[src/rtl/cpu_regfile_scheduler_if.sv]
// Bundle between the scheduler and its clients: decode, writeback, debug and
// the tag-handshaked register file. Signal names keep the scheduler's view
// (i_ = into the scheduler, o_ = out of it).
//
// Handshakes:
//  - decode: i_dec_request is held with stable fields until o_dec_ready; the
//    cycle with request && ready is the accept. o_dec_valid pulses exactly two
//    cycles later with the operands.
//  - writeback: i_wb_request is a one-cycle strobe that is always accepted.
//  - debug: i_dbg_request is held with stable fields until o_dbg_done pulses;
//    o_dbg_rdata is meaningful in that cycle for reads.
//  - regfile: every change of o_read_tag / o_write_tag is one request; the
//    regfile acts on the edge after it sees the new tag.
interface cpu_regfile_scheduler_if #(
  parameter int TAG_WIDTH = 4
);
  logic                 i_dec_request;
  logic [4:0]           i_dec_rs1_idx;
  logic [4:0]           i_dec_rs2_idx;
  logic [4:0]           i_dec_rd_idx;
  logic                 i_dec_rd_write;
  logic                 o_dec_ready;
  logic                 o_dec_valid;
  logic [31:0]          o_dec_rs1;
  logic [31:0]          o_dec_rs2;
  logic                 i_wb_request;
  logic [4:0]           i_wb_rd_idx;
  logic [31:0]          i_wb_rd;
  logic                 i_dbg_request;
  logic                 i_dbg_write;
  logic [4:0]           i_dbg_idx;
  logic [31:0]          i_dbg_wdata;
  logic                 o_dbg_done;
  logic [31:0]          o_dbg_rdata;
  logic [31:0]          o_busy_mask;
  logic [TAG_WIDTH-1:0] o_read_tag;
  logic [4:0]           o_read_rs1_idx;
  logic [4:0]           o_read_rs2_idx;
  logic [31:0]          i_rs1;
  logic [31:0]          i_rs2;
  logic [TAG_WIDTH-1:0] o_write_tag;
  logic [4:0]           o_write_rd_idx;
  logic [31:0]          o_rd;

  // Scheduler side
  modport slave (
    input  i_dec_request, i_dec_rs1_idx, i_dec_rs2_idx, i_dec_rd_idx, i_dec_rd_write,
    output o_dec_ready, o_dec_valid, o_dec_rs1, o_dec_rs2,
    input  i_wb_request, i_wb_rd_idx, i_wb_rd,
    input  i_dbg_request, i_dbg_write, i_dbg_idx, i_dbg_wdata,
    output o_dbg_done, o_dbg_rdata, o_busy_mask,
    output o_read_tag, o_read_rs1_idx, o_read_rs2_idx,
    input  i_rs1, i_rs2,
    output o_write_tag, o_write_rd_idx, o_rd
  );

  // Client / regfile side
  modport master (
    output i_dec_request, i_dec_rs1_idx, i_dec_rs2_idx, i_dec_rd_idx, i_dec_rd_write,
    input  o_dec_ready, o_dec_valid, o_dec_rs1, o_dec_rs2,
    output i_wb_request, i_wb_rd_idx, i_wb_rd,
    output i_dbg_request, i_dbg_write, i_dbg_idx, i_dbg_wdata,
    input  o_dbg_done, o_dbg_rdata, o_busy_mask,
    input  o_read_tag, o_read_rs1_idx, o_read_rs2_idx,
    output i_rs1, i_rs2,
    input  o_write_tag, o_write_rd_idx, o_rd
  );
endinterface

[src/rtl/cpu_regfile_scheduler.sv]
// Shares the tag-handshaked register file between decode, writeback and debug.
// Tracks pending writes in a 32-bit scoreboard, stalls RAW/WAW hazards on
// decode, arbitrates the read port (decode first, debug after a bounded number
// of losses) and the write port (writeback first), and routes read data back
// through a two-stage valid/owner pipe matching the regfile latency.
module cpu_regfile_scheduler #(
  parameter int TAG_WIDTH        = 4,  // must match the interface instance
  parameter int DBG_STARVE_LIMIT = 4
) (
  input  logic                    i_clock,
  input  logic                    i_reset,
  cpu_regfile_scheduler_if.slave  bus,
  output logic [2:0]              o_dbg_state
);

  typedef enum logic [2:0] {
    ST_IDLE     = 3'd0,
    ST_RD_ISSUE = 3'd1,
    ST_RD_WAIT  = 3'd2,
    ST_WR_ISSUE = 3'd3,
    ST_DONE     = 3'd4
  } dbg_state_e;

  localparam int STARVE_W = (DBG_STARVE_LIMIT < 2) ? 1 : $clog2(DBG_STARVE_LIMIT + 1);
  localparam logic [STARVE_W-1:0]  STARVE_MAX = STARVE_W'(DBG_STARVE_LIMIT);
  localparam logic [TAG_WIDTH-1:0] TAG_ONE    = TAG_WIDTH'(1);

  dbg_state_e           state_q;
  logic                 done_q;
  logic [31:0]          dbg_rdata_q;
  logic [STARVE_W-1:0]  starve_q;
  logic [31:0]          busy_q, busy_d, busy_set, busy_clr;
  logic [TAG_WIDTH-1:0] read_tag_q, write_tag_q;
  logic [4:0]           read_rs1_idx_q, read_rs2_idx_q, write_rd_idx_q;
  logic [31:0]          rd_q;
  logic [1:0]           pipe_valid_q, pipe_dbg_q;

  logic dec_hazard, dec_want, dec_accept;
  logic dbg_want, dbg_grant, rd_issue;
  logic wb_issue, dbg_wr_go, dbg_wr_issue;

  // Hazard detection, read/write port arbitration and scoreboard next state
  always_comb begin
    dec_hazard   = busy_q[bus.i_dec_rs1_idx] | busy_q[bus.i_dec_rs2_idx] |
                   (bus.i_dec_rd_write & busy_q[bus.i_dec_rd_idx]);
    dec_want     = bus.i_dec_request & ~dec_hazard;
    dbg_want     = (state_q == ST_RD_ISSUE) && !busy_q[bus.i_dbg_idx];
    // Debug only takes the port from a willing decode once it has lost enough times
    dbg_grant    = dbg_want && (!dec_want || (starve_q >= STARVE_MAX));
    dec_accept   = dec_want && !dbg_grant;
    rd_issue     = dec_accept || dbg_grant;
    wb_issue     = bus.i_wb_request && (bus.i_wb_rd_idx != 5'd0);
    // Any writeback strobe (even to x0) keeps the debug write off the port
    dbg_wr_go    = (state_q == ST_WR_ISSUE) && !busy_q[bus.i_dbg_idx] && !bus.i_wb_request;
    dbg_wr_issue = dbg_wr_go && (bus.i_dbg_idx != 5'd0);
    busy_set     = '0;
    busy_clr     = '0;
    if (dec_accept && bus.i_dec_rd_write && (bus.i_dec_rd_idx != 5'd0))
      busy_set = 32'd1 << bus.i_dec_rd_idx;
    if (wb_issue)
      busy_clr = 32'd1 << bus.i_wb_rd_idx;
    // Set wins over a same-edge clear of the same bit
    busy_d       = (busy_q & ~busy_clr) | busy_set;
  end

  // Read port: bump the tag and register the indices on every issue
  always_ff @(posedge i_clock) begin
    if (i_reset) begin
      read_tag_q     <= '0;
      read_rs1_idx_q <= '0;
      read_rs2_idx_q <= '0;
    end else if (rd_issue) begin
      read_tag_q     <= read_tag_q + TAG_ONE;
      read_rs1_idx_q <= dbg_grant ? bus.i_dbg_idx : bus.i_dec_rs1_idx;
      read_rs2_idx_q <= dbg_grant ? bus.i_dbg_idx : bus.i_dec_rs2_idx;
    end
  end

  // Write port: writeback first, debug write only in a writeback-free cycle
  always_ff @(posedge i_clock) begin
    if (i_reset) begin
      write_tag_q    <= '0;
      write_rd_idx_q <= '0;
      rd_q           <= '0;
    end else if (wb_issue) begin
      write_tag_q    <= write_tag_q + TAG_ONE;
      write_rd_idx_q <= bus.i_wb_rd_idx;
      rd_q           <= bus.i_wb_rd;
    end else if (dbg_wr_issue) begin
      write_tag_q    <= write_tag_q + TAG_ONE;
      write_rd_idx_q <= bus.i_dbg_idx;
      rd_q           <= bus.i_dbg_wdata;
    end
  end

  // Scoreboard and the valid/owner pipe that tracks reads through the regfile
  always_ff @(posedge i_clock) begin
    if (i_reset) begin
      busy_q       <= '0;
      pipe_valid_q <= '0;
      pipe_dbg_q   <= '0;
    end else begin
      busy_q       <= busy_d;
      pipe_valid_q <= {pipe_valid_q[0], rd_issue};
      pipe_dbg_q   <= {pipe_dbg_q[0], dbg_grant};
    end
  end

  // Count consecutive cycles a ready debug read lost the port to decode
  always_ff @(posedge i_clock) begin
    if (i_reset)
      starve_q <= '0;
    else if (dbg_want && !dbg_grant)
      starve_q <= starve_q + STARVE_W'(1);
    else
      starve_q <= '0;
  end

  // Debug access FSM with registered done pulse and read data
  always_ff @(posedge i_clock) begin
    if (i_reset) begin
      state_q     <= ST_IDLE;
      done_q      <= 1'b0;
      dbg_rdata_q <= '0;
    end else begin
      done_q <= 1'b0;
      case (state_q)
        ST_IDLE:
          if (bus.i_dbg_request)
            state_q <= bus.i_dbg_write ? ST_WR_ISSUE : ST_RD_ISSUE;
        ST_RD_ISSUE:
          if (dbg_grant)
            state_q <= ST_RD_WAIT;
        ST_RD_WAIT:
          if (pipe_valid_q[1] && pipe_dbg_q[1]) begin
            dbg_rdata_q <= (bus.i_dbg_idx == 5'd0) ? 32'd0 : bus.i_rs1;
            done_q      <= 1'b1;
            state_q     <= ST_DONE;
          end
        ST_WR_ISSUE:
          if (dbg_wr_go) begin
            dbg_rdata_q <= '0;
            done_q      <= 1'b1;
            state_q     <= ST_DONE;
          end
        ST_DONE:
          state_q <= ST_IDLE;
        default:
          state_q <= ST_IDLE;
      endcase
    end
  end

  assign bus.o_dec_ready    = dec_accept;
  assign bus.o_dec_valid    = pipe_valid_q[1] & ~pipe_dbg_q[1];
  assign bus.o_dec_rs1      = bus.o_dec_valid ? bus.i_rs1 : 32'd0;
  assign bus.o_dec_rs2      = bus.o_dec_valid ? bus.i_rs2 : 32'd0;
  assign bus.o_dbg_done     = done_q;
  assign bus.o_dbg_rdata    = done_q ? dbg_rdata_q : 32'd0;
  assign bus.o_busy_mask    = busy_q;
  assign bus.o_read_tag     = read_tag_q;
  assign bus.o_read_rs1_idx = read_rs1_idx_q;
  assign bus.o_read_rs2_idx = read_rs2_idx_q;
  assign bus.o_write_tag    = write_tag_q;
  assign bus.o_write_rd_idx = write_rd_idx_q;
  assign bus.o_rd           = rd_q;
  assign o_dbg_state        = state_q;

endmodule
[src/flat_wrapper.sv]
// flat-port wrapper written by rule: the top's interface ports become plain ports
module cpu_regfile_scheduler_flat 
#(
  parameter int TAG_WIDTH        = 4,                                      
  parameter int DBG_STARVE_LIMIT = 4
)
  (i_clock, i_reset, o_dbg_state, bus_i_dec_request, bus_i_dec_rs1_idx, bus_i_dec_rs2_idx, bus_i_dec_rd_idx, bus_i_dec_rd_write, bus_o_dec_ready, bus_o_dec_valid, bus_o_dec_rs1, bus_o_dec_rs2, bus_i_wb_request, bus_i_wb_rd_idx, bus_i_wb_rd, bus_i_dbg_request, bus_i_dbg_write, bus_i_dbg_idx, bus_i_dbg_wdata, bus_o_dbg_done, bus_o_dbg_rdata, bus_o_busy_mask, bus_o_read_tag, bus_o_read_rs1_idx, bus_o_read_rs2_idx, bus_i_rs1, bus_i_rs2, bus_o_write_tag, bus_o_write_rd_idx, bus_o_rd);
  cpu_regfile_scheduler_if #(.TAG_WIDTH(TAG_WIDTH)) bus_i ();
  input  logic i_clock;
  input  logic i_reset;
  output logic [2:0] o_dbg_state;
  input wire logic [$bits(bus_i.i_dec_request)-1:0] bus_i_dec_request;
  input wire logic [$bits(bus_i.i_dec_rs1_idx)-1:0] bus_i_dec_rs1_idx;
  input wire logic [$bits(bus_i.i_dec_rs2_idx)-1:0] bus_i_dec_rs2_idx;
  input wire logic [$bits(bus_i.i_dec_rd_idx)-1:0] bus_i_dec_rd_idx;
  input wire logic [$bits(bus_i.i_dec_rd_write)-1:0] bus_i_dec_rd_write;
  output wire logic [$bits(bus_i.o_dec_ready)-1:0] bus_o_dec_ready;
  output wire logic [$bits(bus_i.o_dec_valid)-1:0] bus_o_dec_valid;
  output wire logic [$bits(bus_i.o_dec_rs1)-1:0] bus_o_dec_rs1;
  output wire logic [$bits(bus_i.o_dec_rs2)-1:0] bus_o_dec_rs2;
  input wire logic [$bits(bus_i.i_wb_request)-1:0] bus_i_wb_request;
  input wire logic [$bits(bus_i.i_wb_rd_idx)-1:0] bus_i_wb_rd_idx;
  input wire logic [$bits(bus_i.i_wb_rd)-1:0] bus_i_wb_rd;
  input wire logic [$bits(bus_i.i_dbg_request)-1:0] bus_i_dbg_request;
  input wire logic [$bits(bus_i.i_dbg_write)-1:0] bus_i_dbg_write;
  input wire logic [$bits(bus_i.i_dbg_idx)-1:0] bus_i_dbg_idx;
  input wire logic [$bits(bus_i.i_dbg_wdata)-1:0] bus_i_dbg_wdata;
  output wire logic [$bits(bus_i.o_dbg_done)-1:0] bus_o_dbg_done;
  output wire logic [$bits(bus_i.o_dbg_rdata)-1:0] bus_o_dbg_rdata;
  output wire logic [$bits(bus_i.o_busy_mask)-1:0] bus_o_busy_mask;
  output wire logic [$bits(bus_i.o_read_tag)-1:0] bus_o_read_tag;
  output wire logic [$bits(bus_i.o_read_rs1_idx)-1:0] bus_o_read_rs1_idx;
  output wire logic [$bits(bus_i.o_read_rs2_idx)-1:0] bus_o_read_rs2_idx;
  input wire logic [$bits(bus_i.i_rs1)-1:0] bus_i_rs1;
  input wire logic [$bits(bus_i.i_rs2)-1:0] bus_i_rs2;
  output wire logic [$bits(bus_i.o_write_tag)-1:0] bus_o_write_tag;
  output wire logic [$bits(bus_i.o_write_rd_idx)-1:0] bus_o_write_rd_idx;
  output wire logic [$bits(bus_i.o_rd)-1:0] bus_o_rd;
  assign bus_i.i_dec_request = bus_i_dec_request;
  assign bus_i.i_dec_rs1_idx = bus_i_dec_rs1_idx;
  assign bus_i.i_dec_rs2_idx = bus_i_dec_rs2_idx;
  assign bus_i.i_dec_rd_idx = bus_i_dec_rd_idx;
  assign bus_i.i_dec_rd_write = bus_i_dec_rd_write;
  assign bus_o_dec_ready = bus_i.o_dec_ready;
  assign bus_o_dec_valid = bus_i.o_dec_valid;
  assign bus_o_dec_rs1 = bus_i.o_dec_rs1;
  assign bus_o_dec_rs2 = bus_i.o_dec_rs2;
  assign bus_i.i_wb_request = bus_i_wb_request;
  assign bus_i.i_wb_rd_idx = bus_i_wb_rd_idx;
  assign bus_i.i_wb_rd = bus_i_wb_rd;
  assign bus_i.i_dbg_request = bus_i_dbg_request;
  assign bus_i.i_dbg_write = bus_i_dbg_write;
  assign bus_i.i_dbg_idx = bus_i_dbg_idx;
  assign bus_i.i_dbg_wdata = bus_i_dbg_wdata;
  assign bus_o_dbg_done = bus_i.o_dbg_done;
  assign bus_o_dbg_rdata = bus_i.o_dbg_rdata;
  assign bus_o_busy_mask = bus_i.o_busy_mask;
  assign bus_o_read_tag = bus_i.o_read_tag;
  assign bus_o_read_rs1_idx = bus_i.o_read_rs1_idx;
  assign bus_o_read_rs2_idx = bus_i.o_read_rs2_idx;
  assign bus_i.i_rs1 = bus_i_rs1;
  assign bus_i.i_rs2 = bus_i_rs2;
  assign bus_o_write_tag = bus_i.o_write_tag;
  assign bus_o_write_rd_idx = bus_i.o_write_rd_idx;
  assign bus_o_rd = bus_i.o_rd;
  cpu_regfile_scheduler #(.TAG_WIDTH(TAG_WIDTH), .DBG_STARVE_LIMIT(DBG_STARVE_LIMIT)) u_core (.i_clock(i_clock), .i_reset(i_reset), .bus(bus_i), .o_dbg_state(o_dbg_state));
endmodule
[config.mk]
export PLATFORM = sky130hd
export DESIGN_NAME = cpu_regfile_scheduler_flat
export DESIGN_NICKNAME = d
export VERILOG_FILES = /design/src/rtl/cpu_regfile_scheduler_if.sv /design/src/rtl/cpu_regfile_scheduler.sv /design/src/flat_wrapper.sv
export SDC_FILE = /design/constraint.sdc
export NUM_CORES = 1
export LEC_CHECK = 0
export ABC_AREA = 1
export BUFFER_PORTS_ARGS = -buffer_cell sky130_fd_sc_hd__buf_2
export CAP_MARGIN = 0
export CORE_AREA = 2 2 137 139
export CTS_BUF_LIST = sky130_fd_sc_hd__clkbuf_2 sky130_fd_sc_hd__clkbuf_4 sky130_fd_sc_hd__clkbuf_8
export DETAILED_ROUTE_END_ITERATION = 6
export DIE_AREA = 0 0 139 141
export PLACE_DENSITY = 0.73
export SLEW_MARGIN = 30
export SYNTH_ARGS = -nofsm -noshare
export SYNTH_HDL_FRONTEND = slang
export SYNTH_SLANG_ARGS = --single-unit
[constraint.sdc]
create_clock -name i_clock -period 2.6 [get_ports i_clock]
set_input_delay 0.39 -clock i_clock [delete_from_list [all_inputs] [get_ports i_clock]]
set_output_delay 0.39 -clock i_clock [all_outputs]
set_load 0.02 [all_outputs]
* Word level (Yosys, flattened, before mapping)
Index checks and enable logic that the tools add are counted. W data, S select, Z words.
Storage, ports and cells: flip-flop bits (word level) 130, output and inout bits 189
Cells by class: add/sub/neg operators 3, order comparisons 5, equal/unequal tests 7, shift operators 2, multiplexer cells 34, bitwise operators 11, reductions and logical operators 27
Operators by type and width (number):
- $mux W32 | 10
- $pmux W32 S2 | 1
- $shl A1 B5 Y32 const A | 2
- $and A32 B32 Y32 | 1
- $not A32 Y32 | 1
- $or A32 B32 Y32 | 1
- $lt A5 B6 Y1 const B | 4
- $bmux W1 S5 | 4
- $mux W5 | 4
- $reduce_bool A5 Y1 | 3
- $mux W3 | 4
- $pmux W3 S4 | 1
- $logic_and A1 B1 Y1 | 11
- $add A4 B1 Y4 const B | 2
- $mux W4 | 2
- $eq A3 B2 Y1 const B | 2
- $mux W1 | 6
- $ne A2 B1 Y1 const B | 3
- $logic_not A5 Y1 | 1
- $logic_not A1 Y1 | 4
- $reduce_and A4 Y1 | 1
- $reduce_bool A2 Y1 | 2
- $add A3 B1 Y3 const B | 1
- $and A1 B1 Y1 | 3
- other kinds (11) | 15

* Depth between registers and ports, before layout
word-level depth 15, gate-level depth with buffers 19, depth with buffers taken out 16

* Least setup slack after synthesis
No wires, ideal clock.
path kind input-to-output, start point input port bus_i_dec_rd_idx[0], end point output port bus_o_dec_ready, arrival time 2.114 ns, path slack 0.096 ns, cell stages on the path 14, buffers on the path 3, cell sequence buf_4 > buf_2 > nand2_1 > o21ai_0 > nand2_1 > nand3_1 > nand3_1 > nand3_1 > nand3_2 > nand4_2 > nand2_2 > buf_6 > inv_1 > nor3_1
Between the ends: cells in the longest elaborated chain, start to end 11
Ends and longest elaborated chain:
- start, declared | line flat_wrapper.sv:15 | input wire logic [$bits(bus_i.i_dec_rd_idx)-1:0] bus_i_dec_rd_idx;
- $bmux W1 S5 (*) | line cpu_regfile_scheduler.sv:45 | (bus.i_dec_rd_write & busy_q[bus.i_dec_rd_idx]);
- $mux W1 (not written as such) (*) | line cpu_regfile_scheduler.sv:45
- $and A1 B1 Y1 (*) | line cpu_regfile_scheduler.sv:45
- $or A1 B1 Y1 (*) | line cpu_regfile_scheduler.sv:44 | dec_hazard = busy_q[bus.i_dec_rs1_idx] | busy_q[bus.i_dec_rs2_idx] |
- $not A1 Y1 (*) | line cpu_regfile_scheduler.sv:46 | dec_want = bus.i_dec_request & ~dec_hazard;
- $and A1 B1 Y1 (*) | line cpu_regfile_scheduler.sv:46
- $logic_not A1 Y1 | line cpu_regfile_scheduler.sv:49 | dbg_grant = dbg_want && (!dec_want || (starve_q >= STARVE_MAX));
- $logic_or A1 B1 Y1 | line cpu_regfile_scheduler.sv:49
- $logic_and A1 B1 Y1 | line cpu_regfile_scheduler.sv:49
- $logic_not A1 Y1 | line cpu_regfile_scheduler.sv:50 | dec_accept = dec_want && !dbg_grant;
- $logic_and A1 B1 Y1 (*) | line cpu_regfile_scheduler.sv:50
- end, declared | line flat_wrapper.sv:17 | output wire logic [$bits(bus_i.o_dec_ready)-1:0] bus_o_dec_ready;
Every way passes the cells marked *; elsewhere a longest branch is shown, timed or not. The select of a mux whose other input is x is not followed.

* Worst setup path in the final report
start point register u_core.busy_q[6], in the netlist u_core.bus.o_busy_mask[6], end point output port bus_o_dec_ready
Between the ends: cells in the longest elaborated chain, start to end 11, elaborated cells between the ends (all ways) 20
Ends and longest elaborated chain:
- start, declared | line cpu_regfile_scheduler.sv:32 | logic [31:0] busy_q, busy_d, busy_set, busy_clr;
- start signal, assigned | line cpu_regfile_scheduler.sv:103 | busy_q <= busy_d;
- $bmux W1 S5 (on tied branches) | line cpu_regfile_scheduler.sv:44, cpu_regfile_scheduler.sv:45
- $mux W1 (on tied branches) | line cpu_regfile_scheduler.sv:44, cpu_regfile_scheduler.sv:45
- $or A1 B1 Y1 / $and A1 B1 Y1 (equally long branches) | line cpu_regfile_scheduler.sv:44, cpu_regfile_scheduler.sv:45
- $or A1 B1 Y1 | line cpu_regfile_scheduler.sv:44
- $not A1 Y1 | line cpu_regfile_scheduler.sv:46
- $and A1 B1 Y1 | line cpu_regfile_scheduler.sv:46
- $logic_not A1 Y1 | line cpu_regfile_scheduler.sv:49
- $logic_or A1 B1 Y1 | line cpu_regfile_scheduler.sv:49
- $logic_and A1 B1 Y1 | line cpu_regfile_scheduler.sv:49
- $logic_not A1 Y1 | line cpu_regfile_scheduler.sv:50
- $logic_and A1 B1 Y1 (*) | line cpu_regfile_scheduler.sv:50
Marked as above.

==> results.cfg <==
[power]
clkPwrFrac = 0.264
p_int_uw = 4155
total_power_uw = 6763
switchingPower_uw = 2608
power.density_mw_per_mm2 = 653.9
p_seq_frac = 0.376
power.leakage_uw = 0.005645
comb_power_share = 0.359
ir_worst_vdd_uv = 426.6
swShare = 0.3856

[global_route]
grtUsageTotal = 0.2814
grt_remaining_overflow = 0
grt_pass1_vias = 8381
grt_pass1_wl_um = 44200
antenna_found_initial = 0
grt_max_degree = 74

[floorplan]
dieHeight_um = 141
rows = 50
die_w_um = 139
die-area_mm2 = 0.01960
core_area_mm2 = 0.01827
start_util = 0.4355
io_pins = 349

[timing]
relSlewSlack = 0.4688
finalCritPeriodShare = 0.9803
fin_crit_ns = 2.549
final_max_slew_viol_count = 0
worst_slew_pin_slew_ns = 0.7968
fin_skew_ns = 0.01608
setup_viol = 0
whs_ns = 0.1893
rsz0062_at_grt = true
fmax_mhz = 392.3
finalHoldViolations = 0

[cts]
h-tree-depth = 4
clk_latency_ns = 0.45
cts_buffers = 17
cts_tree = done
cts_hold_buffers = 0
root_buffer = clkbuf_8
numClockSinks = 130
clockBufferDepth = 2
clk_pin_slew_worst_paths_ns = 0.08

[place]
dp_hpwl_um = 21520
port_buffers = 348
gp_congestion = 0.9591
dpl.cell_count = 1822
dpl_cell_area_mm2 = 0.009843

[setup_path]
crit_chain = inv_1 -> o21ai_1 -> nand2_1 -> nand3_1 -> nand3_1 -> nand3_1 -> nand3_2 -> nand4_2 -> nand2_2 -> inv_1 -> nor3_2 -> buf_4
critPathMaxStageDelay_ns = 0.51
cp-end-kind = primary output
crit_type = register to primary output
crit_start = u_core.bus.o_busy_mask[6]
r2r_start = u_core.bus.o_busy_mask[11]
cp_max_fo = 5
cp.required_ns = 2.21
cpMaxStageDelayCell = dfxtp_1
cp_common_cell = nand3_1
start_kind = register
arrival_ns = 2.16

[finish]
drive_gt1_frac = 0.2927
final_area_mm2 = 0.01034
utilization = 0.5662
antenna_cells = 0
fillCellCount = 1900
register_area_mm2 = 0.002648
multi_input_area_mm2 = 0.004187
layout.nets = 1773
syn_to_final_growth_pct = 29.99
final_cells = 1857

[synth]
yosysSeqAreaShare = 0.3271
yosys_register_bits = 130
synthCells = 1293
synth_edf_count = 0
ys.flop_type = dfxtp_1
synth_cell_types = 37
avgSynthCellArea_um2 = 6.153
synth-async-reset-ratio = 0
syn_area_mm2 = 0.007956
syn_nets = 1456
ys_warn_count = 0

[route]
first_pass_iters = 6
vias_per_cell = 5.263
vias = 9773
drt-initial-drc-count = 1162
detail_route.wl_per_cell_um = 15.68
ant_nets = 0
drt_wl_total_um = 29120
drcViolationCount = 0

[hold_path]
hold_start = bus_i_dbg_wdata[25]
hp-class = primary input to register

[run]
drv_cap = 0

[status]
status = complete, no violations
==> cell usage in the layout (no fill, tap or decap), types with 14 or more instances in the layout <==
cell type	n
buf_4	34
clkbuf_8	20
o31ai_1	14
buf_2	347
nand2_1	282
nand4_1	39
nor2_1	175
dfxtp_2	18
o21ai_0	68
inv_1	168
o211ai_1	20
dfxtp_1	106
nand3_1	105
o21ai_1	65
a21oi_1	44
a31oi_1	37
==> registers in the layout, summed over array words and instances (netlist names) <==
name,count
u_core.bus.o_busy_mask,32
u_core.bus.o_dbg_done,1
u_core.bus.o_rd,32
u_core.bus.o_read_rs1_idx,5
u_core.bus.o_read_rs2_idx,5
u_core.bus.o_read_tag,4
u_core.bus.o_write_rd_idx,5
u_core.bus.o_write_tag,4
u_core.dbg_rdata_q,32
u_core.o_dbg_state,3
u_core.pipe_dbg_q,2
u_core.pipe_valid_q,2
u_core.starve_q,3
==> layer usage <==
layer | vias to the layer above | GRT usage | part of all wire | wire length [µm]
met5 | - | 0 | 0 | 0
met4 | 0 | 0.09516 | 0.028 | 818
met3 | 67 | 0.06148 | 0.096 | 2805
met2 | 494 | 0.4664 | 0.47 | 13690
met1 | 4380 | 0.3647 | 0.41 | 11810
li1 | 4832 | - | - | -
==> area by class of cell <==
cell class,count,area share
Multi-Input combinational cell,888,0.4048
Sequential cell,130,0.2560
Timing Repair Buffer,386,0.2023
Inverter,187,0.06859
Tap cell,234,0.02831
Clock buffer,22,0.02807
Clock inverter,10,0.01198
==> final timing paths <==
kind / to / cells past startpoint / slack (ns)
worst max register to register: u_core.o_dbg_state[0] / 13 / 0.42
worst min-delay path: u_core.bus.o_rd[25] / 3 / 0.19
worst max-delay path: bus_o_dec_ready / 12 / 0.05
worst min register to register: u_core.pipe_dbg_q[1] / 2 / 0.40
==> cell families (layout without fill, tap and decap cells) <==
logic type      count (synthesis)  count (layout)  synth area share
fa+ha+maj                       3               3          0.004718
simple gates                  632             632            0.3412
flops                         130             130            0.3271
buf+inv                       275             605            0.1483
xor+xnor                        1               1          0.001101
compound gates                252             252            0.1775
==> per-stage QoR <==
step | setup TNS (ns) | setup slack [ns]
after floorplan | 0 | 0.09578
after CTS | 0 | 0.03873
after detailed placement | 0 | 0.1133
after global placement | 0 | 0.1490
after global routing | -0.05952 | -0.05952
final | 0 | 0.05111
==> power groups by stage <==
stage                     clock, µW  combinational [µW]  sequential [µW]
final                          1790                2430             2540
after global routing           1910                2680             2580
after CTS                      1820                2420             2550
after detailed placement          0                2400             2590
after global placement            0                2380             2580
after floorplan                   0                1610             2710
==> worst max-delay path: cells and delay by family (launching register included) <==
family	cells	cell delay, ns
and+or+nand+nor	8	0.71
DFF	1	0.51
buffers and inverters	3	0.36
AOI/OAI and AO/OA	1	0.15
==> what timing repair did <==
action	CTS	global route
setup endpoints to repair	1	1
resized for setup	17	27
pin swaps	0	2
buffers inserted	0	3
==> Yosys cell counts (2+ instances only) <==
library cell	n	area (µm²)
nand2_1	283	1062
inv_1	175	656.9
nor2_1	175	656.9
dfxtp_1	130	2603
nand3_1	106	530.5
o21ai_0	70	350.3
o21ai_1	63	315.3
clkbuf_1	48	180.2
a21oi_1	44	220.2
nand4_1	39	244.0
a31oi_1	37	231.5
o211ai_1	20	150.1
buf_4	17	127.6
o31ai_1	14	105.1
buf_2	11	55.05
buf_6	9	101.4
nor3_1	9	45.04
inv_2	8	30.03
nor4_1	5	31.28
buf_1	3	11.26
clkinv_1	3	11.26
ha_1	3	37.54
nand2_2	3	18.77
nor2_4	3	33.78
nand4_2	2	25.02
o21a_1	2	15.01
Power figures use the tool's default switching activity.
